--- config.mk ---
export PLATFORM = sky130hd
export DESIGN_NAME = hdmi_in_axis
export DESIGN_NICKNAME = d
export VERILOG_FILES = /design/src/rtl/hdmi_in_pkg.sv /design/src/rtl/axis_sync_fifo.sv /design/src/rtl/hdmi_in_axis.sv
export SDC_FILE = /design/constraint.sdc
export NUM_CORES = 1
export LEC_CHECK = 0
export ABC_AREA = 0
export BUFFER_PORTS_ARGS = -buffer_cell sky130_fd_sc_hd__buf_4
export CAP_MARGIN = 10
export CORE_MARGIN = 10
export CORE_UTILIZATION = 50
export CTS_CLUSTER_DIAMETER = 200
export CTS_CLUSTER_SIZE = 20
export DETAILED_ROUTE_END_ITERATION = 10
export PLACE_DENSITY = 0.67
export SYNTH_ARGS = -nofsm -noshare
export SYNTH_HDL_FRONTEND = slang
export SYNTH_SLANG_ARGS = --single-unit
--- constraint.sdc ---
create_clock -name clk -period 4.1 [get_ports clk]
set_input_delay 0.205 -clock clk [delete_from_list [all_inputs] [get_ports clk]]
set_output_delay 0.205 -clock clk [all_outputs]
set_load 0.02 [all_outputs]
--- src/rtl/hdmi_in_pkg.sv ---
// Shared types and constants for the video capture front end: FSM states,
// geometry counter width and FIFO sideband bit positions.
package hdmi_in_pkg;

  localparam int GEOM_W   = 12;
  localparam int SB_W     = 2;
  localparam int SB_TLAST = 0;
  localparam int SB_TUSER = 1;

  typedef enum logic [1:0] {
    SEARCH  = 2'd0,
    MEASURE = 2'd1,
    LOCKED  = 2'd2,
    DROP    = 2'd3
  } state_t;

  function automatic logic [GEOM_W-1:0] sat_inc(input logic [GEOM_W-1:0] v);
    if (v == {GEOM_W{1'b1}}) begin
      sat_inc = v;
    end else begin
      sat_inc = v + GEOM_W'(1);
    end
  endfunction

endpackage

--- src/rtl/axis_sync_fifo.sv ---
// Single-clock FIFO with a registered output stage; occupancy counts the
// output register, so DEPTH entries in total are held.
module axis_sync_fifo #(
  parameter int WIDTH = 18,
  parameter int DEPTH = 32
) (
  input  logic             clk,
  input  logic             rst,
  input  logic             wr_en,
  input  logic [WIDTH-1:0] wr_data,
  output logic             full,
  output logic             empty,
  output logic             rd_valid,
  output logic [WIDTH-1:0] rd_data,
  input  logic             rd_ready
);

  localparam int AW = $clog2(DEPTH);
  localparam logic [AW:0] DEPTH_V = (AW+1)'(DEPTH);

  logic [WIDTH-1:0] mem_r [DEPTH];
  logic [AW-1:0]    wr_ptr_r;
  logic [AW-1:0]    rd_ptr_r;
  logic [AW:0]      count_r;
  logic             out_valid_r;
  logic [WIDTH-1:0] out_data_r;

  logic        pop_s;
  logic        load_out_s;
  logic        wr_acc_s;
  logic        mem_rd_s;
  logic        mem_wr_s;
  logic        bypass_s;
  logic [AW:0] occ_s;

  // Handshake decode; a pop frees a slot in the same cycle as a full write.
  always_comb begin
    occ_s      = count_r + {{AW{1'b0}}, out_valid_r};
    full       = (occ_s == DEPTH_V);
    empty      = ~out_valid_r & (count_r == {(AW+1){1'b0}});
    pop_s      = out_valid_r & rd_ready;
    wr_acc_s   = wr_en & (~full | pop_s);
    load_out_s = ~out_valid_r | pop_s;
    mem_rd_s   = load_out_s & (count_r != {(AW+1){1'b0}});
    bypass_s   = load_out_s & (count_r == {(AW+1){1'b0}}) & wr_acc_s;
    mem_wr_s   = wr_acc_s & ~bypass_s;
  end

  // Storage array write port.
  always_ff @(posedge clk) begin
    if (mem_wr_s) begin
      mem_r[wr_ptr_r] <= wr_data;
    end
  end

  // Pointers, occupancy and output register.
  always_ff @(posedge clk or posedge rst) begin
    if (rst) begin
      wr_ptr_r    <= {AW{1'b0}};
      rd_ptr_r    <= {AW{1'b0}};
      count_r     <= {(AW+1){1'b0}};
      out_valid_r <= 1'b0;
      out_data_r  <= {WIDTH{1'b0}};
    end else begin
      if (mem_wr_s) begin
        wr_ptr_r <= wr_ptr_r + AW'(1);
      end
      if (mem_rd_s) begin
        rd_ptr_r <= rd_ptr_r + AW'(1);
      end
      case ({mem_wr_s, mem_rd_s})
        2'b10:   count_r <= count_r + (AW+1)'(1);
        2'b01:   count_r <= count_r - (AW+1)'(1);
        default: count_r <= count_r;
      endcase
      if (load_out_s) begin
        if (mem_rd_s) begin
          out_valid_r <= 1'b1;
          out_data_r  <= mem_r[rd_ptr_r];
        end else if (bypass_s) begin
          out_valid_r <= 1'b1;
          out_data_r  <= wr_data;
        end else begin
          out_valid_r <= 1'b0;
        end
      end
    end
  end

  assign rd_valid = out_valid_r;
  assign rd_data  = out_data_r;

endmodule

--- src/rtl/hdmi_in_axis.sv ---
// Video capture front end: registers a parallel video bus, measures frame
// geometry, and streams geometry-locked frames as AXI4-Stream video.
module hdmi_in_axis
  import hdmi_in_pkg::*;
#(
  parameter int DATA_W      = 16,
  parameter int FIFO_DEPTH  = 32,
  parameter int LOCK_FRAMES = 2
) (
  input  logic              clk,
  input  logic              rst,
  input  logic              vid_active,
  input  logic              vid_hsync,
  input  logic              vid_vsync,
  input  logic [DATA_W-1:0] vid_data,
  output logic [DATA_W-1:0] m_axis_tdata,
  output logic              m_axis_tvalid,
  input  logic              m_axis_tready,
  output logic              m_axis_tuser,
  output logic              m_axis_tlast,
  output logic              locked,
  output logic              overflow,
  input  logic              clr_overflow,
  output logic [11:0]       frame_width,
  output logic [11:0]       frame_height
);

  localparam int         ENTRY_W  = DATA_W + SB_W;
  localparam logic [7:0] LOCK_TGT = 8'(LOCK_FRAMES - 1);

  logic              active_r, hsync_r, vsync_r, active_d_r, vsync_d_r;
  logic [DATA_W-1:0] data_r;
  logic              vs_edge_s, act_fall_s;

  logic [GEOM_W-1:0] line_cnt_r, height_cnt_r, width_cur_r;
  logic [GEOM_W-1:0] frame_width_r, frame_height_r;
  logic              first_line_r, incons_r, geom_ok_s;

  state_t     state_r, state_nxt_s;
  logic [7:0] match_cnt_r, match_cnt_nxt_s;
  logic       locked_r;

  logic               sof_pending_r, hold_valid_r, hold_sof_r;
  logic [DATA_W-1:0]  hold_data_r;
  logic               wr_s, drop_s, overflow_r;
  logic [ENTRY_W-1:0] wr_data_s, rd_data_s;
  logic               fifo_full_s, fifo_empty_s, rd_valid_s;
  logic               unused_s;

  // Input register stage and one-cycle delayed copies for edge detection.
  always_ff @(posedge clk or posedge rst) begin
    if (rst) begin
      active_r   <= 1'b0;
      hsync_r    <= 1'b0;
      vsync_r    <= 1'b0;
      data_r     <= {DATA_W{1'b0}};
      active_d_r <= 1'b0;
      vsync_d_r  <= 1'b0;
    end else begin
      active_r   <= vid_active;
      hsync_r    <= vid_hsync;
      vsync_r    <= vid_vsync;
      data_r     <= vid_data;
      active_d_r <= active_r;
      vsync_d_r  <= vsync_r;
    end
  end

  assign vs_edge_s  = vsync_r & ~vsync_d_r;
  assign act_fall_s = active_d_r & ~active_r;

  // Geometry measurement; the first line of a frame sets the reference width.
  always_ff @(posedge clk or posedge rst) begin
    if (rst) begin
      line_cnt_r     <= {GEOM_W{1'b0}};
      height_cnt_r   <= {GEOM_W{1'b0}};
      width_cur_r    <= {GEOM_W{1'b0}};
      first_line_r   <= 1'b1;
      incons_r       <= 1'b0;
      frame_width_r  <= {GEOM_W{1'b0}};
      frame_height_r <= {GEOM_W{1'b0}};
    end else begin
      if (active_r) begin
        line_cnt_r <= active_d_r ? sat_inc(line_cnt_r) : GEOM_W'(1);
      end
      if (vs_edge_s) begin
        frame_width_r  <= width_cur_r;
        frame_height_r <= height_cnt_r;
        height_cnt_r   <= {GEOM_W{1'b0}};
        width_cur_r    <= {GEOM_W{1'b0}};
        first_line_r   <= 1'b1;
        incons_r       <= 1'b0;
      end else if (act_fall_s) begin
        height_cnt_r <= sat_inc(height_cnt_r);
        if (first_line_r) begin
          width_cur_r  <= line_cnt_r;
          first_line_r <= 1'b0;
        end else if (line_cnt_r != width_cur_r) begin
          incons_r <= 1'b1;
        end
      end
    end
  end

  assign geom_ok_s = (width_cur_r == frame_width_r) && (height_cnt_r == frame_height_r) &&
                     (width_cur_r != {GEOM_W{1'b0}}) && (height_cnt_r != {GEOM_W{1'b0}}) &&
                     !incons_r;

  // Lock FSM next-state logic; all decisions except overflow happen at a vsync edge.
  always_comb begin
    state_nxt_s     = state_r;
    match_cnt_nxt_s = match_cnt_r;
    case (state_r)
      SEARCH: begin
        if (vs_edge_s) begin
          state_nxt_s     = MEASURE;
          match_cnt_nxt_s = 8'd0;
        end else begin
          state_nxt_s = SEARCH;
        end
      end
      MEASURE: begin
        if (vs_edge_s && geom_ok_s && (match_cnt_r + 8'd1 >= LOCK_TGT)) begin
          state_nxt_s     = LOCKED;
          match_cnt_nxt_s = 8'd0;
        end else if (vs_edge_s && geom_ok_s) begin
          match_cnt_nxt_s = match_cnt_r + 8'd1;
        end else if (vs_edge_s) begin
          match_cnt_nxt_s = 8'd0;
        end else begin
          state_nxt_s = MEASURE;
        end
      end
      LOCKED: begin
        if (vs_edge_s && !geom_ok_s) begin
          state_nxt_s     = MEASURE;
          match_cnt_nxt_s = 8'd0;
        end else if (!vs_edge_s && drop_s) begin
          state_nxt_s = DROP;
        end else begin
          state_nxt_s = LOCKED;
        end
      end
      DROP: begin
        if (vs_edge_s) begin
          state_nxt_s     = geom_ok_s ? LOCKED : MEASURE;
          match_cnt_nxt_s = 8'd0;
        end else begin
          state_nxt_s = DROP;
        end
      end
      default: begin
        state_nxt_s     = SEARCH;
        match_cnt_nxt_s = 8'd0;
      end
    endcase
  end

  // Lock FSM state register and registered lock indication.
  always_ff @(posedge clk or posedge rst) begin
    if (rst) begin
      state_r     <= SEARCH;
      match_cnt_r <= 8'd0;
      locked_r    <= 1'b0;
    end else begin
      state_r     <= state_nxt_s;
      match_cnt_r <= match_cnt_nxt_s;
      locked_r    <= (state_nxt_s == LOCKED) || (state_nxt_s == DROP);
    end
  end

  // Tag-hold stage: the held pixel learns tlast from the following registered active.
  always_ff @(posedge clk or posedge rst) begin
    if (rst) begin
      sof_pending_r <= 1'b0;
      hold_valid_r  <= 1'b0;
      hold_sof_r    <= 1'b0;
      hold_data_r   <= {DATA_W{1'b0}};
      overflow_r    <= 1'b0;
    end else begin
      if (vs_edge_s) begin
        sof_pending_r <= 1'b1;
      end else if (active_r) begin
        sof_pending_r <= 1'b0;
      end
      hold_valid_r <= active_r && (state_r == LOCKED);
      hold_sof_r   <= sof_pending_r;
      hold_data_r  <= data_r;
      if (drop_s) begin
        overflow_r <= 1'b1;
      end else if (clr_overflow) begin
        overflow_r <= 1'b0;
      end
    end
  end

  // FIFO entry assembly: pixel data with {tuser, tlast} packed above it.
  always_comb begin
    wr_data_s                  = {ENTRY_W{1'b0}};
    wr_data_s[DATA_W-1:0]      = hold_data_r;
    wr_data_s[DATA_W+SB_TUSER] = hold_sof_r;
    wr_data_s[DATA_W+SB_TLAST] = ~active_r;
  end

  assign wr_s   = hold_valid_r && (state_r == LOCKED);
  assign drop_s = wr_s && fifo_full_s && !(rd_valid_s && m_axis_tready);

  axis_sync_fifo #(
    .WIDTH (ENTRY_W),
    .DEPTH (FIFO_DEPTH)
  ) u_fifo (
    .clk      (clk),
    .rst      (rst),
    .wr_en    (wr_s),
    .wr_data  (wr_data_s),
    .full     (fifo_full_s),
    .empty    (fifo_empty_s),
    .rd_valid (rd_valid_s),
    .rd_data  (rd_data_s),
    .rd_ready (m_axis_tready)
  );

  assign m_axis_tvalid = rd_valid_s;
  assign m_axis_tdata  = rd_data_s[DATA_W-1:0];
  assign m_axis_tuser  = rd_data_s[DATA_W+SB_TUSER];
  assign m_axis_tlast  = rd_data_s[DATA_W+SB_TLAST];
  assign locked        = locked_r;
  assign overflow      = overflow_r;
  assign frame_width   = frame_width_r;
  assign frame_height  = frame_height_r;

  assign unused_s = hsync_r ^ fifo_empty_s;

endmodule
# Yosys cells after proc, flatten, opt, wreduce, memory -nomap -nowiden
# Memories as Yosys holds them, arrays and structs flattened.
# Cells that the tools add are included.
# Widths: inputs -> output; s select.
# word_totals
ram_bits	576
n_memories	1
input_bits	23
regBits	148
# mem_list
memory	depth	width	rd	rd_clocked_by_memory_dff	wr	line_no	source
u_fifo.mem_r	32	18	1	0	1	axis_sync_fifo.sv:21	logic [WIDTH-1:0] mem_r [DEPTH];
# classes
reduce_logical	36
addsub	8
bitwise_logic	15
eq_ne	17
order_cmp	1
muxes	39
# ops
op	n
$mux 12	8
$mux 18	2
$mux 8	4
$add 12x1->12 const B	2
$eq 12x12->1	2
$eq 12x12->1 const B	2
$pmux 8 s3	1
$reduce_bool 12->1	2
$mux 1	16
$reduce_bool 2->1	7
$logic_and 1x1->1	13
$mux 2	6
$ne 12x12->1	1
$pmux 6 s2	1
$add 5x1->5 const B	2
$eq 2x2->1 const B	5
$add 8x1->8 const B	1
$and 1x1->1	8
$ge 8x1->1 const B	1
$ne 2x2->1 const B	4
$pmux 2 s4	1
$reduce_and 2->1	4
$add 6x1->6	1
$add 6x1->6 const B	1
12 further kinds	21

# Logic depth before layout (Yosys ltp)
# logic_depth
word_depth	11
depth_mapped	16
ltp_nobuf	15

# Hierarchy
# A second synthesis with hierarchy kept.
# hier_totals
hier_cells	1604
hier_area_um2	28813.9
# modules_own_cells
mod	seq_area_each_um2	cells_per_inst	area_each_um2	instances
axis_sync_fifo	18172.4	1144	23869.1	1
hdmi_in_axis	2829.0	460	4944.7	1

# Worst setup path after synthesis
# No wires, ideal clock.
# synth_path
path_type	register to register
from	reg u_fifo.out_valid_r (netlist: u_fifo.rd_valid)
to	reg u_fifo.count_r[4]
synth_period_minus_slack_ns	3.511
path_slack_ns	0.589
arrival_time_ns	3.432
required_ns	4.021
setup_ns	0.079
path_stages_with_launch	16
cell_sequence	dfrtp_1 -> ha_1 -> ha_1 -> a211o_1 -> o311ai_1 -> a21oi_1 -> inv_1 -> ha_1 -> buf_1 -> xor2_1 -> ha_1 -> a21o_1 -> nand2_1 -> a21o_1 -> a31oi_1 -> xor2_1
# synth_between
elab_chain_len	10
# synth_rtl
element	line_no	source
from (decl)	axis_sync_fifo.sv:25	logic out_valid_r;
from (signal assigned)	axis_sync_fifo.sv:62	out_valid_r <= 1'b0;
from (signal assigned)	axis_sync_fifo.sv:78	out_valid_r <= 1'b1;
from (signal assigned)	axis_sync_fifo.sv:81	out_valid_r <= 1'b1;
$add 6x1->6	axis_sync_fifo.sv:38	occ_s = count_r + {{AW{1'b0}}, out_valid_r};
$eq 6x6->1	axis_sync_fifo.sv:39	full = (occ_s == DEPTH_V);
$not 1->1	axis_sync_fifo.sv:42	wr_acc_s = wr_en & (~full | pop_s);
$or 1x1->1	axis_sync_fifo.sv:42	
$and 1x1->1	axis_sync_fifo.sv:42	
$and 1x1->1	axis_sync_fifo.sv:45	bypass_s = load_out_s & (count_r == {(AW+1){1'b0}}) & wr_acc_s;
$not 1->1	axis_sync_fifo.sv:46	mem_wr_s = wr_acc_s & ~bypass_s;
$and 1x1->1	axis_sync_fifo.sv:46	
$eq 2x1->1 or $eq 2x2->1 (tied branches)	axis_sync_fifo.sv:71	case ({mem_wr_s, mem_rd_s})
$pmux 6 s2 or $reduce_bool 2->1 (tied branches)	-	
to (signal assigned)	axis_sync_fifo.sv:72	2'b10: count_r <= count_r + (AW+1)'(1);
to (signal assigned)	axis_sync_fifo.sv:73	2'b01: count_r <= count_r - (AW+1)'(1);
to (signal assigned)	axis_sync_fifo.sv:74	default: count_r <= count_r;
to (decl)	axis_sync_fifo.sv:24	logic [AW:0] count_r;
# Parallel ways exist; a longest one is shown, timed or not.
# A chain may end at the register's enable or synchronous reset.

# Final worst setup path
# layout_path
from	reg u_fifo.count_r[0]
to	reg u_fifo.count_r[4]
# layout_between
elab_chain_len	10
# layout_rtl
element	line_no	source
from (signal assigned)	axis_sync_fifo.sv:61	count_r <= {(AW+1){1'b0}};
from (signal assigned)	axis_sync_fifo.sv:72	
from (signal assigned)	axis_sync_fifo.sv:73	
$add 6x1->6	axis_sync_fifo.sv:38	
$eq 6x6->1	axis_sync_fifo.sv:39	
$not 1->1	axis_sync_fifo.sv:42	
$or 1x1->1	axis_sync_fifo.sv:42	
$and 1x1->1	axis_sync_fifo.sv:42	
$and 1x1->1	axis_sync_fifo.sv:45	
$not 1->1	axis_sync_fifo.sv:46	
$and 1x1->1	axis_sync_fifo.sv:46	
$eq 2x1->1 or $eq 2x2->1 (tied branches)	axis_sync_fifo.sv:71	
$pmux 6 s2 or $reduce_bool 2->1 (tied branches)	-	
# Parallel ways exist; a longest one is shown, timed or not.

==> run metrics <==
Core Box Area 0.0567 mm2; CTS max path bufs 3; Die Height 260 um; worst endpoint required time 4.62 ns; Main synth FF type edfxtp_1; most frequent cells in the layout edfxtp_1 (576), dfrtp_1 (143), mux4_2 (128); setup bufs post-CTS 0; #FFs+latches synth 723; slowest stage delay, CP 0.47 ns; Setup-failing EPs final 0; Mapped Area 0.0288 mm2; sequential power share 62.7%; post-synthesis cell count 1,623; Pleak 10.9 nW; total gr overflow 0; clock network fraction of total power 33.1%; cell mode on critical path ha_1; worst min-delay path class input pin to register; Cell Chain, Critical Path ha_1 -> ha_1 -> a211o_1 -> o311ai_2 -> a21oi_1 -> inv_1 -> ha_1 -> xor2_1 -> ha_1 -> a21o_1 -> nand2_1 -> a21o_1 -> a31oi_1 -> xor2_1; delay-heaviest family, CP compound AO/OA/AOI/OAI gates; placed cells 2,423; critical path type register to register; post-route insts no fill 2,523; RSZ-0062 raised after global routing no; syn_area_per_cell 17.7 um2; hpwl dp 38,400 um; Fin. Hold Viols 0; multi-input logic area 0.00738 mm2; Reg area 0.0210 mm2; Synth async-reset ratio 20.3%; GPL Wtd Cong 0.822; Cell Rows 87; Clock Sink Count 723; first-pass GRT wire length 97,200 um; critical path fanouts, max 14; largest net degree at the start of global routing 148; worst slew pin tran 1.20 ns; WP data arrival 4.03 ns; final worst path period share 85.8%; Worst-path clk slew 0.08 ns; status complete, no violations; CTS tree done; EDFF count, synth 576; CTS resizes 0; initial DRC count 1,312; Yosys cell types 70; Nets 1,778; reg-to-reg slack, setup 0.58 ns; hold slack 0.262 ns; Slew Viols, Final 0; H-tree depth 2; crit path time final 3.52 ns; post-layout util 56.4%; pwr dens 404 mW/mm2; total CTS buffers 42; Layout Skew 0.0358 ns; vias in the first global route 15.3k; ANT nets after route 0; commonest non-fill, non-tap cell in the layout edfxtp_1; Die X-Extent 260 um; Net Count, Synth 1,665; Detailed Route WL 64,200 um; fillcell total 4,334; DRC 0; CP Launch Type register; Routed WL per cell 25.5 um; P_int 0.0102 W; WP buf/inv 1; Starting Density 50.7%; Pwr Total 0.0129 W; Pre-antenna DRT Iters 5; Vias per Instance 5.94; CP max stage cell dfrtp_1; antenna violations before repair 0; Worst-Skew Late Latency 0.59 ns; PortBufs 66; Gate power share 4.2%; max_cap viols 0; post-synthesis sequential area ratio 72.9%; Max VDD drop 0.267 mV; Total GRT Usage 19.2%; Net Sw Power 0.00272 W; Setup TNS Final 0 ns; die area 0.0675 mm2; Area Overhead vs Synth 11.2%; Highest Clock Rate 284 MHz; Post-CTS Hold Buffers 21; Worst setup EP type register; Slew HR 19.5%; number of diodes 0; IO Count 68; vias 15.0k; Root Driver clkbuf_16; Sw Share 21.1%; share of layout cells above drive strength 1 21.2%; yosys warns 0
-- cell families after synthesis --
group | share of synthesized area, %
buffers and inverters | 1.80
AO/OA/AOI/OAI | 4.74
XOR/XNOR | 1.86
AND/OR/NAND/NOR | 5.62
multiplexers | 12.2
adder cells (fa/ha/maj) | 0.827
flip-flops | 72.9
-- worst paths after layout --
check,cells past startpoint,start,to
max,14,u_fifo.count_r[0],u_fifo.count_r[4]
min,2,vid_data[0],data_r[0]
max reg2reg,14,u_fifo.count_r[0],u_fifo.count_r[4]
min reg2reg,0,data_r[4],hold_data_r[4]
max in group asynchronous,4,rst,u_fifo.rd_ptr_r[1]
min in group asynchronous,4,rst,data_r[7]
-- cells in the mapped netlist, types with 14 or more instances --
| library cell | n | share of area [%] |
|---|---|---|
| a21oi_1 | 29 | 0.50 |
| xnor2_1 | 30 | 0.91 |
| nor2_1 | 71 | 0.93 |
| mux4_2 | 128 | 10 |
| buf_2 | 20 | 0.35 |
| a31oi_1 | 18 | 0.39 |
| clkbuf_1 | 42 | 0.55 |
| nor4_1 | 14 | 0.30 |
| nand2_1 | 114 | 1.5 |
| mux2i_1 | 45 | 1.6 |
| xor2_1 | 31 | 0.94 |
| edfxtp_1 | 576 | 60 |
| o221ai_1 | 14 | 0.43 |
| mux2_2 | 16 | 0.63 |
| buf_4 | 17 | 0.44 |
| a22o_1 | 26 | 0.79 |
| nor3_1 | 20 | 0.35 |
| inv_1 | 21 | 0.27 |
| dfrtp_1 | 146 | 13 |
| nor2b_1 | 16 | 0.35 |
| nand3_1 | 43 | 0.75 |
| ha_1 | 19 | 0.83 |
| o21ai_0 | 16 | 0.28 |
-- power by group through the flow --
| stage | sequential (W) | combinational (W) | clock (W) |
|---|---|---|---|
| 2_1_floorplan | 0.00825 | 0.000304 | 0 |
| 3_3_place_gp | 0.00827 | 0.000488 | 0 |
| 3_5_place_dp | 0.00828 | 0.000501 | 0 |
| 4_1_cts | 0.00811 | 0.000518 | 0.00439 |
| 5_1_grt | 0.00811 | 0.000597 | 0.00464 |
| 6_report | 0.00810 | 0.000539 | 0.00427 |
-- layer usage --
metal / track usage (%) / vias to the layer above / share of wire [%]
met1: 25.7 / 7873 / 41
met2: 32.1 / 417 / 50
met4: 5.55 / 0 / 2.8
met5: 0 / - / 0
li1: - / 6608 / -
met3: 3.06 / 83 / 5.8
-- worst register-to-register path, cell delays in order, from the launching register on --
cell	delay [ns]
dfrtp_1	0.47
ha_1	0.26
ha_1	0.28
a211o_1	0.32
o311ai_2	0.30
a21oi_1	0.14
inv_1	0.11
ha_1	0.45
xor2_1	0.19
ha_1	0.23
a21o_1	0.14
nand2_1	0.05
a21o_1	0.16
a31oi_1	0.19
xor2_1	0.15
-- sequential cells by signal, summed over array words and instances (netlist names), 5 cells and up --
name             cells
width_cur_r         12
u_fifo.wr_ptr_r      5
height_cnt_r        12
hold_data_r         16
u_fifo.mem_r       576
match_cnt_r          8
u_fifo.rd_data      18
u_fifo.count_r       6
line_cnt_r          12
u_fifo.rd_ptr_r      5
frame_width         12
frame_height        12
data_r              16
-- final cells by class --
class / count / share of cell area (%)
Sequential cell: 723 / 65.6
Multi-Input combinational cell: 790 / 23.1
Tap cell: 756 / 2.96
Inverter: 23 / 0.282
Timing Repair Buffer: 156 / 4.23
Clock buffer: 73 / 3.72
Clock inverter: 2 / 0.0900
-- per-stage QoR --
| step | instance area [um2] | setup slack, ns |
|---|---|---|
| after floorplan | 28800 | 0.589 |
| after global placement | 30400 | 0.678 |
| after detailed placement | 30400 | 0.612 |
| after CTS | 31900 | 0.597 |
| after global routing | 32000 | 0.325 |
| final | 32000 | 0.584 |
No activity file was read; power rests on OpenSTA's default activity.
